--- src/rtl/machine_timer_pkg.sv ---
// Shared definitions for the machine timer peripheral: register offsets,
// CTRL bit positions, bus handshake states and a CTRL read-back helper.
package machine_timer_pkg;

   localparam logic [2:0] OFF_MTIME_LO    = 3'd0;
   localparam logic [2:0] OFF_MTIME_HI    = 3'd1;
   localparam logic [2:0] OFF_MTIMECMP_LO = 3'd2;
   localparam logic [2:0] OFF_MTIMECMP_HI = 3'd3;
   localparam logic [2:0] OFF_CTRL        = 3'd4;
   localparam logic [2:0] OFF_PRESCALE    = 3'd5;

   localparam logic [4:0] CTRL_ENABLE_BIT = 5'd0;
   localparam logic [4:0] CTRL_IRQ_EN_BIT = 5'd1;

   localparam logic [63:0] MTIMECMP_RESET = 64'hFFFF_FFFF_FFFF_FFFF;

   typedef enum logic [1:0] {
      ST_IDLE  = 2'd0,
      ST_ACK   = 2'd1,
      ST_DRAIN = 2'd2
   } bus_state_e;

   function automatic logic [31:0] ctrl_word(input logic enable, input logic irq_en);
      logic [31:0] word;
      word                  = 32'd0;
      word[CTRL_ENABLE_BIT] = enable;
      word[CTRL_IRQ_EN_BIT] = irq_en;
      return word;
   endfunction

endpackage

--- src/rtl/machine_timer_counter.sv ---
// 64-bit mtime counter advanced by a programmable prescaler; bus loads of
// either half win over a tick arriving in the same cycle.
module timer_counter
   import machine_timer_pkg::*;
(
   input  logic        clk_i,
   input  logic        rst_ni,
   input  logic        enable_i,
   input  logic [15:0] prescale_i,
   input  logic        prescale_clr_i,
   input  logic        load_lo_i,
   input  logic        load_hi_i,
   input  logic [31:0] load_data_i,
   output logic [63:0] mtime_o
);

   logic [15:0] count_q, count_d;
   logic [63:0] mtime_q, mtime_d;
   logic        tick_s;

   // Prescaler and mtime next-state
   always_comb begin
      tick_s  = 1'b0;
      count_d = count_q;
      mtime_d = mtime_q;
      if (!enable_i) begin
         count_d = 16'd0;
      end else if (prescale_clr_i) begin
         count_d = 16'd0;
      end else if (count_q == prescale_i) begin
         tick_s  = 1'b1;
         count_d = 16'd0;
      end else begin
         count_d = count_q + 16'd1;
      end
      if (load_lo_i) begin
         mtime_d[31:0] = load_data_i;
      end else if (load_hi_i) begin
         mtime_d[63:32] = load_data_i;
      end else if (tick_s) begin
         mtime_d = mtime_q + 64'd1;
      end else begin
         mtime_d = mtime_q;
      end
   end

   // Counter state registers
   always_ff @(posedge clk_i or negedge rst_ni) begin
      if (!rst_ni) begin
         count_q <= 16'd0;
         mtime_q <= 64'd0;
      end else begin
         count_q <= count_d;
         mtime_q <= mtime_d;
      end
   end

   assign mtime_o = mtime_q;

endmodule

--- src/rtl/machine_timer.sv ---
// Memory-mapped machine timer: request/response bus handshake, mtime/mtimecmp
// registers with coherent 64-bit read via a high-half snapshot, level irq.
module machine_timer
   import machine_timer_pkg::*;
#(
   parameter logic [15:0] RESET_PRESCALE = 16'd0,
   parameter int          ADDR_LSB       = 2
) (
   input  logic        clk,
   input  logic        reset,
   input  logic        read,
   input  logic        write,
   input  logic [31:0] address,
   input  logic [31:0] write_data,
   output logic [31:0] read_data,
   output logic        response,
   output logic        irq
);

   bus_state_e  state_q, state_d;
   logic [63:0] mtimecmp_q, mtimecmp_d;
   logic [31:0] snapshot_q, snapshot_d;
   logic [31:0] read_data_q, read_data_d;
   logic [15:0] prescale_q, prescale_d;
   logic        ctrl_en_q, ctrl_en_d;
   logic        ctrl_irq_en_q, ctrl_irq_en_d;
   logic        response_q, irq_q;

   logic [2:0]  offset_s;
   logic [63:0] mtime_s;
   logic        wr_s, rd_s, load_lo_s, load_hi_s, prescale_clr_s;
   logic        unused_addr_s;

   assign offset_s      = address[ADDR_LSB+2:ADDR_LSB];
   assign unused_addr_s = ^address;
   // A simultaneous read+write is serviced as a write only.
   assign wr_s = (state_q == ST_IDLE) && write;
   assign rd_s = (state_q == ST_IDLE) && read && !write;

   // Handshake next-state
   always_comb begin
      state_d = state_q;
      case (state_q)
         ST_IDLE:  if (read || write) state_d = ST_ACK; else state_d = ST_IDLE;
         ST_ACK:   state_d = ST_DRAIN;
         ST_DRAIN: if (!read && !write) state_d = ST_IDLE; else state_d = ST_DRAIN;
         default:  state_d = ST_IDLE;
      endcase
   end

   // Register write decode and read mux
   always_comb begin
      mtimecmp_d     = mtimecmp_q;
      snapshot_d     = snapshot_q;
      read_data_d    = read_data_q;
      prescale_d     = prescale_q;
      ctrl_en_d      = ctrl_en_q;
      ctrl_irq_en_d  = ctrl_irq_en_q;
      load_lo_s      = 1'b0;
      load_hi_s      = 1'b0;
      prescale_clr_s = 1'b0;
      if (wr_s) begin
         case (offset_s)
            OFF_MTIME_LO:    load_lo_s = 1'b1;
            OFF_MTIME_HI:    load_hi_s = 1'b1;
            OFF_MTIMECMP_LO: mtimecmp_d[31:0] = write_data;
            OFF_MTIMECMP_HI: mtimecmp_d[63:32] = write_data;
            OFF_CTRL: begin
               ctrl_en_d     = write_data[CTRL_ENABLE_BIT];
               ctrl_irq_en_d = write_data[CTRL_IRQ_EN_BIT];
            end
            OFF_PRESCALE: begin
               prescale_d     = write_data[15:0];
               prescale_clr_s = 1'b1;
            end
            default:         load_lo_s = 1'b0;
         endcase
      end else if (rd_s) begin
         case (offset_s)
            OFF_MTIME_LO: begin
               read_data_d = mtime_s[31:0];
               snapshot_d  = mtime_s[63:32];
            end
            OFF_MTIME_HI:    read_data_d = snapshot_q;
            OFF_MTIMECMP_LO: read_data_d = mtimecmp_q[31:0];
            OFF_MTIMECMP_HI: read_data_d = mtimecmp_q[63:32];
            OFF_CTRL:        read_data_d = ctrl_word(ctrl_en_q, ctrl_irq_en_q);
            OFF_PRESCALE:    read_data_d = {16'd0, prescale_q};
            default:         read_data_d = 32'd0;
         endcase
      end else begin
         read_data_d = read_data_q;
      end
   end

   timer_counter u_counter (
      .clk_i          (clk),
      .rst_ni         (reset),
      .enable_i       (ctrl_en_q),
      .prescale_i     (prescale_q),
      .prescale_clr_i (prescale_clr_s),
      .load_lo_i      (load_lo_s),
      .load_hi_i      (load_hi_s),
      .load_data_i    (write_data),
      .mtime_o        (mtime_s)
   );

   // Bus, configuration and interrupt registers
   always_ff @(posedge clk or negedge reset) begin
      if (!reset) begin
         state_q       <= ST_IDLE;
         mtimecmp_q    <= MTIMECMP_RESET;
         snapshot_q    <= 32'd0;
         read_data_q   <= 32'd0;
         prescale_q    <= RESET_PRESCALE;
         ctrl_en_q     <= 1'b0;
         ctrl_irq_en_q <= 1'b0;
         response_q    <= 1'b0;
         irq_q         <= 1'b0;
      end else begin
         state_q       <= state_d;
         mtimecmp_q    <= mtimecmp_d;
         snapshot_q    <= snapshot_d;
         read_data_q   <= read_data_d;
         prescale_q    <= prescale_d;
         ctrl_en_q     <= ctrl_en_d;
         ctrl_irq_en_q <= ctrl_irq_en_d;
         response_q    <= wr_s || rd_s;
         irq_q         <= ctrl_irq_en_q && (mtime_s >= mtimecmp_q);
      end
   end

   assign read_data = read_data_q;
   assign response  = response_q;
   assign irq       = irq_q;

endmodule

--- config.mk ---
export PLATFORM = sky130hd
export DESIGN_NAME = machine_timer
export DESIGN_NICKNAME = d
export VERILOG_FILES = /design/src/rtl/machine_timer_pkg.sv /design/src/rtl/machine_timer_counter.sv /design/src/rtl/machine_timer.sv
export SDC_FILE = /design/constraint.sdc
export NUM_CORES = 1
export LEC_CHECK = 0
export CAP_MARGIN = 20
export CORE_AREA = 3 3 162 164
export CTS_BUF_LIST = sky130_fd_sc_hd__clkbuf_4 sky130_fd_sc_hd__clkbuf_8
export DETAILED_ROUTE_END_ITERATION = 12
export DIE_AREA = 0 0 165 167
export PLACE_DENSITY = 0.74
export SLEW_MARGIN = 20
export SYNTH_ARGS = -nofsm -noshare
export SYNTH_HDL_FRONTEND = slang
export SYNTH_HIERARCHICAL = 1
export SYNTH_SLANG_ARGS = --single-unit
--- constraint.sdc ---
create_clock -name clk -period 3.5 [get_ports clk]
set_input_delay 0.7 -clock clk [delete_from_list [all_inputs] [get_ports clk]]
set_output_delay 0.7 -clock clk [all_outputs]
set_load 0.01 [all_outputs]
# Yosys cells after proc, flatten, opt, wreduce, memory -nomap -nowiden
# Index checks and enable logic that the tools add are counted.
# word_totals
word_cells,68
reg_bits,230
out_inout_bits,34
# op_classes
n_lt_le_gt_ge,1
n_mux,20
n_bitwise,2
n_reduce_logical,21
eq_ne,9
n_addsub,2
# ops
op,count
$pmux W32 S6,1
$mux W32,3
$add A64 B1 Y64 const B,1
$ge A64 B64 Y1,1
$mux W64,1
$mux W16,3
$add A16 B1 Y16 const B,1
$eq A16 B16 Y1,1
$reduce_and A2 Y1,7
$mux W1,10
$eq A3 B2 Y1 const B,2
$eq A3 B3 Y1 const B,2
$pmux W2 S3,1
$logic_and A1 B1 Y1,5
$reduce_bool A2 Y1,2
$eq A3 B1 Y1 const B,1
$logic_not A3 Y1,1
$reduce_and A3 Y1,1
$eq A2 B1 Y1 const B,1
$eq A2 B2 Y1 const B,1
$logic_not A1 Y1,2
$logic_not A2 Y1,1
$logic_or A1 B1 Y1,2
$mux W2,1
other kinds (2),3

# Longest topological paths before layout
# Gate-level depths: netlist of the first run.
# logic_depth
depth_word,8
ltp_mapped,13
mapped_depth_nobuf,9

# Hierarchy
# The synthesis of the first run kept the hierarchy.
# modules_own_cells
module,area_each_um2,seq_area_each_um2,n_inst,cells_per_inst
machine_timer,8341.8,3833.7,1,668
timer_counter,5255.0,2001.9,1,625

# Worst setup path after synthesis of the first run
# Ideal clock, no wire load.
# synth_timing
path_kind,input to register
start,input address[2]
end,"register u_counter.mtime_q[3], in the netlist u_counter/mtime_o[3]"
arrival_ps,2757
stages,13
path_slack_ps,627
setup_ps,116
required_time_ps,3384
n_path_buf,4
path_cell_list,buf_2 -> nand2_1 -> nor2_2 -> nand3_2 -> buf_2 -> inv_1 -> nor2b_1 -> and3_1 -> nand3_1 -> clkbuf_1 -> clkbuf_1 -> o211ai_1 -> o311ai_0
# synth_between
elab_chain_len,7
# synth_rtl
item,line,text
from (decl),machine_timer.sv:13,"input logic [31:0] address,"
$eq A3 B3 Y1,machine_timer.sv:63,case (offset_s)
$mux W1,machine_timer.sv:63,
$mux W1,machine_timer.sv:62,if (wr_s) begin
named net prescale_clr_s,machine_timer.sv:31,"logic wr_s, rd_s, load_lo_s, load_hi_s, prescale_clr_s;"
$mux W1,machine_timer_counter.sv:28,end else if (prescale_clr_i) begin
$mux W1,machine_timer_counter.sv:26,if (!enable_i) begin
$reduce_bool A2 Y1 (no line),-,
$reduce_and A2 Y1 (no line),-,
to (signal assigned),machine_timer_counter.sv:54,mtime_q <= mtime_d;
to (decl),machine_timer_counter.sv:18,"logic [63:0] mtime_q, mtime_d;"
# The timed path passes the listed nets, and every way through them passes these cells.
# A chain may end at the register's enable or synchronous reset.

# Final worst setup path of the first run
# layout_timing
start,"register u_counter.mtime_q[12], in the netlist u_counter/mtime_o[12]"
end,"register u_counter.mtime_q[30], in the netlist u_counter/mtime_o[30]"
# layout_between
elab_chain_len,4
# layout_rtl
item,line,text
$add A64 B1 Y64,machine_timer_counter.sv:41,mtime_d = mtime_q + 64'd1;
$mux W64,machine_timer_counter.sv:40,end else if (tick_s) begin
$mux W32,machine_timer_counter.sv:38,end else if (load_hi_i) begin
$mux W32,machine_timer_counter.sv:36,if (load_lo_i) begin
# Every way passes these cells. The select of a mux whose other input is x is not followed.

==> run_results.csv, run 1 <==
group,metric,value,unit
floorplanning,core_area,25000,um2
pwr,ir_drop,0.507,mV
sta,hold_viol,0,
finish,final_cell_mix,"dfrtp_1, nand2_1, nor2_1, mux2_2, inv_1",
global_route,grt-ovfl-total,0,
routing,avgViaCountPerCell,6.41,
worst_setup_path,worstPathBufferInverterCount,0,
routing,ant_nets,0,
finish,regArea,5840,um2
global_route,grt_pass1_vias,11209,
worst_setup_path,crit_path_start_kind,"register",
sta,maxSlewViolCount,0,
clock_tree,clkTransAtPathRegs,0.06,ns
placement,dp.cells,1698,
global_route,grt.total_usage,0.306,
routing,drt_wl_total,41700,um
synthesis,ys_types,68,
synthesis,synth_edf_count,0,
outcome,outcome,"complete, no violations",
finish,drive_gt1_frac,0.252,
clock_tree,cts_max_path_buffers,3,
synthesis,synth_ff_type,"dfrtp_1",
pwr,pwr-share-clk,0.213,
sta,max_freq,338,MHz
clock_tree,clk_latency,0.55,ns
finish,post-route-util,0.635,
clock_tree,cts_tree,"done",
worst_setup_path,slowest_delay,0.74,ns
floorplanning,start_util,0.543,
worst_setup_path,critPathTopFamily,"simple AND/OR/NAND/NOR gates",
synthesis,yosysWarnings,6,
clock_tree,htreeDepth,2,
sta,fin_crit_sh,0.846,
pwr,p_per_area,805,nW/um2
floorplanning,die-height,167,um
sta,fin_tns_setup,0,ns
global_route,antenna_found_initial,0,
finish,multi_input_area,7210,um2
synthesis,avgSynthCellArea,10.5,um2
worst_setup_path,end_kind,"register",
sta,setup_viol,0,
worst_setup_path,slowest_stage,"or4_1",
synthesis,syn-cell-area,13600,um2
routing,post-route-drc-count,0,
synthesis,synthAdderAreaFrac,0.0607,
floorplanning,die_w,165,um
finish,fillers,2055,
sta,post-route-min-period,2.96,ns
sta,slew_headroom,0.477,
placement,gp_congestion,0.978,
worst_setup_path,crit_fanout,6,
synthesis,synth-compound-area-share,0.110,
synthesis,synth_top_family_by_area,"simple AND/OR/NAND/NOR gates",
run,drv_cap,0,
worst_setup_path,crit_chain,"nand3_1, or4_4, or4_1, or3_1, o211ai_1, o311ai_1",
clock_tree,cts_buffers,41,
finish,nets,1545,
sta,rsz0062_at_grt,"no",
clock_tree,cts_setup_buffers,0,
clock_tree,clkSinkCount,230,
pwr,power.net_switching,0.00474,W
worst_hold_path,hp-class,"primary input to async pin",
sta,worstMarginPinSlew,0.781,ns
worst_setup_path,critical_path_arrival,3.38,ns
synthesis,synth_xor_area_frac,0.0232,
clock_tree,cts_resized,0,
synthesis,muxShareOfSynthArea,0.162,
finish,final_area,15900,um2
finish,antenna_cells,0,
placement,port_buffers,72,
synthesis,yosys.area_share.simple,0.173,
routing,drtPass1Iterations,6,
worst_setup_path,critical_path_class,"register to register",
routing,wl_per_cell,23.5,um
finish,final_cells,1773,
pwr,combPwrFrac,0.370,
placement,postPlaceCellArea,15000,um2
finish,final_common_cell,"dfrtp_1",
synthesis,synth_nets,1427,
floorplanning,dieArea,27600,um2
global_route,grt_pass1_wl,65400,um
synthesis,yosysSeqAreaShare,0.429,
synthesis,ys_ff_latch,230,
routing,vias,11361,
worst_setup_path,r2r_start,"u_counter/mtime_o[12]",
global_route,grt_max_degree,81,
pwr,power.internal,0.00807,W
floorplanning,io_pins,102,
worst_setup_path,cp.required,3.92,ns
sta,skew,0.0236,ns
worst_setup_path,startpoint,"u_counter/mtime_o[12]",
pwr,p_leak,6.83,nW
finish,syn_to_final_growth,17.0,%
routing,initialDrtViolationCount,1121,
placement,hpwl,30800,um
clock_tree,cts-root-buf,"clkbuf_8",
synthesis,async_flop_share,1.00,
pwr,pwr-share-seq,0.417,
pwr,swShare,0.370,
synthesis,netlist_instances,1293,
clock_tree,hold_buffers,0,
floorplanning,fp-row-count,58,
==> cells by family (layout without fill, tap and decap cells) <==
group | after synthesis | count (layout)
AOI/OAI and AO/OA | 204 | 204
xor gates and xnor gates | 36 | 36
adders and majority gates | 66 | 66
buffers and inverters | 139 | 289
DFF | 230 | 230
muxes | 162 | 162
and+or+nand+nor | 456 | 456
==> stage by stage <==
stage	total power, W	hold WS, ns	setup slack, ns
floorplan	0.00806	0.404	0.627
global placement	0.00975	0.455	0.200
detailed placement	0.00999	0.469	0.155
CTS	0.0128	0.162	0.593
global route	0.0136	0.178	0.413
finish	0.0128	0.137	0.540
==> synthesized netlist by cell type, types with 18 or more instances <==
| library cell | instances | share of area |
|---|---|---|
| a21oi_1 | 30 | 0.011 |
| clkbuf_1 | 34 | 0.0094 |
| inv_1 | 80 | 0.022 |
| nor3_1 | 27 | 0.0099 |
| buf_2 | 19 | 0.0070 |
| nand3_1 | 68 | 0.025 |
| dfstp_2 | 64 | 0.12 |
| mux4_2 | 25 | 0.041 |
| o311ai_0 | 25 | 0.016 |
| o21ai_0 | 26 | 0.0096 |
| nor4_1 | 34 | 0.016 |
| ha_1 | 66 | 0.061 |
| o211ai_1 | 28 | 0.015 |
| a221oi_1 | 18 | 0.012 |
| mux2_2 | 91 | 0.075 |
| and3_1 | 21 | 0.0097 |
| a22oi_1 | 21 | 0.012 |
| mux2_4 | 30 | 0.033 |
| nor2_1 | 92 | 0.025 |
| dfrtp_1 | 166 | 0.31 |
| nand4_1 | 34 | 0.016 |
| nand2_1 | 114 | 0.031 |
| xor2_1 | 27 | 0.017 |
==> power by group through the flow <==
stage / Clock, W / Combinational [W] / Sequential [W]
floorplan: 0 / 0.00311 / 0.00496
global placement: 0 / 0.00448 / 0.00528
detailed placement: 0 / 0.00466 / 0.00533
CTS: 0.00277 / 0.00470 / 0.00530
global route: 0.00290 / 0.00525 / 0.00550
finish: 0.00272 / 0.00474 / 0.00535
==> layer usage <==
| metal | track usage | vias up | part of all wire |
|---|---|---|---|
| met5 | 0 | - | 0 |
| met4 | 0.0777 | 0 | 0.024 |
| met3 | 0.0714 | 74 | 0.097 |
| met2 | 0.450 | 514 | 0.44 |
| met1 | 0.457 | 5674 | 0.44 |
| li1 | - | 5099 | - |
==> final timing paths <==
| kind | to | slack, ns | cells after the start |
|---|---|---|---|
| worst max-delay path | u_counter/mtime_o[30] | 0.54 | 6 |
| max in group asynchronous | mtimecmp_q[34] | 2.50 | 2 |
| min in group clk | read_data[4] | 0.47 | 2 |
| worst min register to register | read_data[4] | 0.47 | 2 |
| worst max register to register | u_counter/mtime_o[30] | 0.54 | 6 |
| worst min-delay path | read_data[30] | 0.14 | 1 |
==> worst register-to-register path: cells and delay by family (launching register included) <==
family	cells	cell delay, ns
AND/OR/NAND/NOR	4	2.04
flip-flops	1	0.50
AO/OA/AOI/OAI	2	0.29
==> cell type report <==
class                   count  share of cell area
clock buffers              70              0.0531
clock inverters             5             0.00401
inverters                  81              0.0191
multi-input cells         924               0.453
flip-flops and latches    230               0.367
well taps                 330              0.0260
repair buffers            133              0.0777
==> flip-flops by register name, indices dropped and copies added (netlist names), 2 cells and up <==
| name | cells |
|---|---|
| prescale_q | 16 |
| snapshot_q | 32 |
| u_counter/count_q | 16 |
| u_counter/mtime_o | 64 |
| state_q | 2 |
| mtimecmp_q | 64 |
| read_data | 32 |
Note: power is estimated with default switching activity, not from simulation.
==> inputs of run 2 (changes only) <==
==> constraint.sdc (replaced) <==
create_clock -name clk -period 2.9 [get_ports clk]
set_input_delay 0.58 -clock clk [delete_from_list [all_inputs] [get_ports clk]]
set_output_delay 0.58 -clock clk [all_outputs]
set_load 0.01 [all_outputs]
==> run 2 against run 1 <==
  * Core utilization is 2.0 points higher
  * Critical path type unchanged
  * Critical path depth stayed put
  * Count of clock-buffer cells in the layout is 2 higher
  * Clock power is 20% higher
  * Highest routed layer unchanged
==> run_results.csv, run 2 (same netlist as run 1, synthesis figures left out) <==
group,metric,value,unit
sta,rsz0062_at_grt,"no",
worst_hold_path,hp-class,"register to register",
worst_setup_path,crit_fanout,7,
finish,regArea,5840,um2
floorplanning,dieArea,27600,um2
finish,drive_gt1_frac,0.283,
finish,syn_to_final_growth,20.6,%
global_route,grt-ovfl-total,0,
sta,fin_crit_sh,0.979,
pwr,pwr-share-seq,0.392,
floorplanning,core_area,25000,um2
pwr,p_per_area,966,nW/um2
finish,antenna_cells,0,
routing,avgViaCountPerCell,6.40,
placement,hpwl,31600,um
global_route,antenna_found_initial,0,
clock_tree,htreeDepth,2,
pwr,power.internal,0.00998,W
sta,worstMarginPinSlew,0.736,ns
global_route,grt_max_degree,71,
routing,post-route-drc-count,0,
routing,vias,11754,
sta,maxSlewViolCount,0,
worst_setup_path,critical_path_class,"register to register",
pwr,power.net_switching,0.00585,W
finish,final_cell_mix,"dfrtp_1, buf_4, nand2_1, nor2_1, mux2_2",
pwr,p_leak,7.14,nW
clock_tree,clkTransAtPathRegs,0.06,ns
sta,post-route-min-period,2.84,ns
sta,fin_tns_setup,0,ns
finish,final_common_cell,"dfrtp_1",
pwr,combPwrFrac,0.401,
run,drv_cap,0,
worst_setup_path,end_kind,"register",
sta,slew_headroom,0.509,
sta,fin_ws,0.0623,ns
floorplanning,start_util,0.543,
sta,holdWs,0.489,ns
outcome,outcome,"complete, no violations",
finish,fillers,1974,
clock_tree,cts_max_path_buffers,3,
finish,multi_input_area,7210,um2
global_route,grt.total_usage,0.312,
clock_tree,cts-root-buf,"clkbuf_8",
placement,gp_congestion,0.952,
routing,wl_per_cell,23.2,um
placement,dp.cells,1759,
global_route,grt_pass1_wl,66700,um
sta,max_freq,352,MHz
finish,nets,1608,
worst_setup_path,crit_path_start_kind,"register",
clock_tree,clk_latency,0.54,ns
pwr,swShare,0.370,
clock_tree,clkSinkCount,230,
clock_tree,cts_buffers,42,
floorplanning,fp-row-count,58,
finish,final_cells,1837,
pwr,ir_drop,0.604,mV
floorplanning,die_w,165,um
placement,place_ws,-0.0686,ns
sta,skew,0.0176,ns
routing,drt_wl_total,42500,um
routing,initialDrtViolationCount,1254,
floorplanning,die-height,167,um
placement,port_buffers,72,
clock_tree,cts_tree,"done",
routing,drtPass1Iterations,5,
sta,setup_viol,0,
worst_setup_path,critical_path_arrival,3.25,ns
routing,ant_nets,0,
floorplanning,io_pins,102,
worst_setup_path,cp.required,3.32,ns
pwr,pwr-share-clk,0.207,
sta,hold_viol,0,
global_route,grt_pass1_vias,11625,
run 2: repair_timing:
item                                   in CTS  in global routing
setup buffers                               0                  0
hold buffers                                1                  0
endpoints found under the hold margin      13                  0
resized for setup                           0                  1
setup endpoints to repair                   0                  1
run 2: power by group through the flow:
stage	clock network, W	registers, W	logic (W)
6_report	0.00327	0.00621	0.00635
3_3_place_gp	0	0.00612	0.00596
5_1_grt	0.00349	0.00638	0.00693
4_1_cts	0.00332	0.00616	0.00626
2_1_floorplan	0	0.00598	0.00375
3_5_place_dp	0	0.00620	0.00621
run 2: area by class of cell:
class                   instances  area share
flip-flops and latches        230       0.356
clock buffers                  72      0.0517
well taps                     330      0.0252
clock inverters                 5     0.00321
repair buffers                195       0.105
multi-input cells             924       0.440
inverters                      81      0.0185
run 2: worst paths after layout:
| path | startpoint | to | slack (ns) | cells past startpoint |
|---|---|---|---|---|
| hold / removal | read_data[4] | read_data[4] | 0.49 | 2 |
| setup reg to reg | u_counter/mtime_o[8] | u_counter/mtime_o[54] | 0.06 | 6 |
| setup / recovery | u_counter/mtime_o[8] | u_counter/mtime_o[54] | 0.06 | 6 |
| min in group asynchronous | reset | read_data[30] | 0.57 | 2 |
| hold reg to reg | read_data[4] | read_data[4] | 0.49 | 2 |
| max in group asynchronous | reset | mtimecmp_q[25] | 1.44 | 3 |
run 2: per-stage QoR:
stage | power, W | utilization | instance area (um2)
3_5_place_dp | 0.0124 | 0.618 | 15500
3_3_place_gp | 0.0121 | 0.618 | 15500
4_1_cts | 0.0157 | 0.655 | 16400
2_1_floorplan | 0.00973 | - | 13600
6_report | 0.0158 | 0.655 | 16400
5_1_grt | 0.0168 | 0.655 | 16400
run 2: layer usage:
metal | global-route usage | vias up | part of all wire | wire, um
met3 | 0.0609 | 87 | 0.090 | 3830
met4 | 0.0773 | 0 | 0.024 | 1000
met1 | 0.470 | 5855 | 0.45 | 18900
met5 | 0 | - | 0 | 0
li1 | - | 5211 | - | -
met2 | 0.463 | 601 | 0.44 | 18800
run 2: critical path, stage by stage, from the launching register on:
cell and delay (ns):
dfrtp_1 0.48, nand4_4 0.14, or4_4 0.58, or4_1 0.72, nor4_2 0.37, a211oi_1 0.13
a211oi_1 0.30
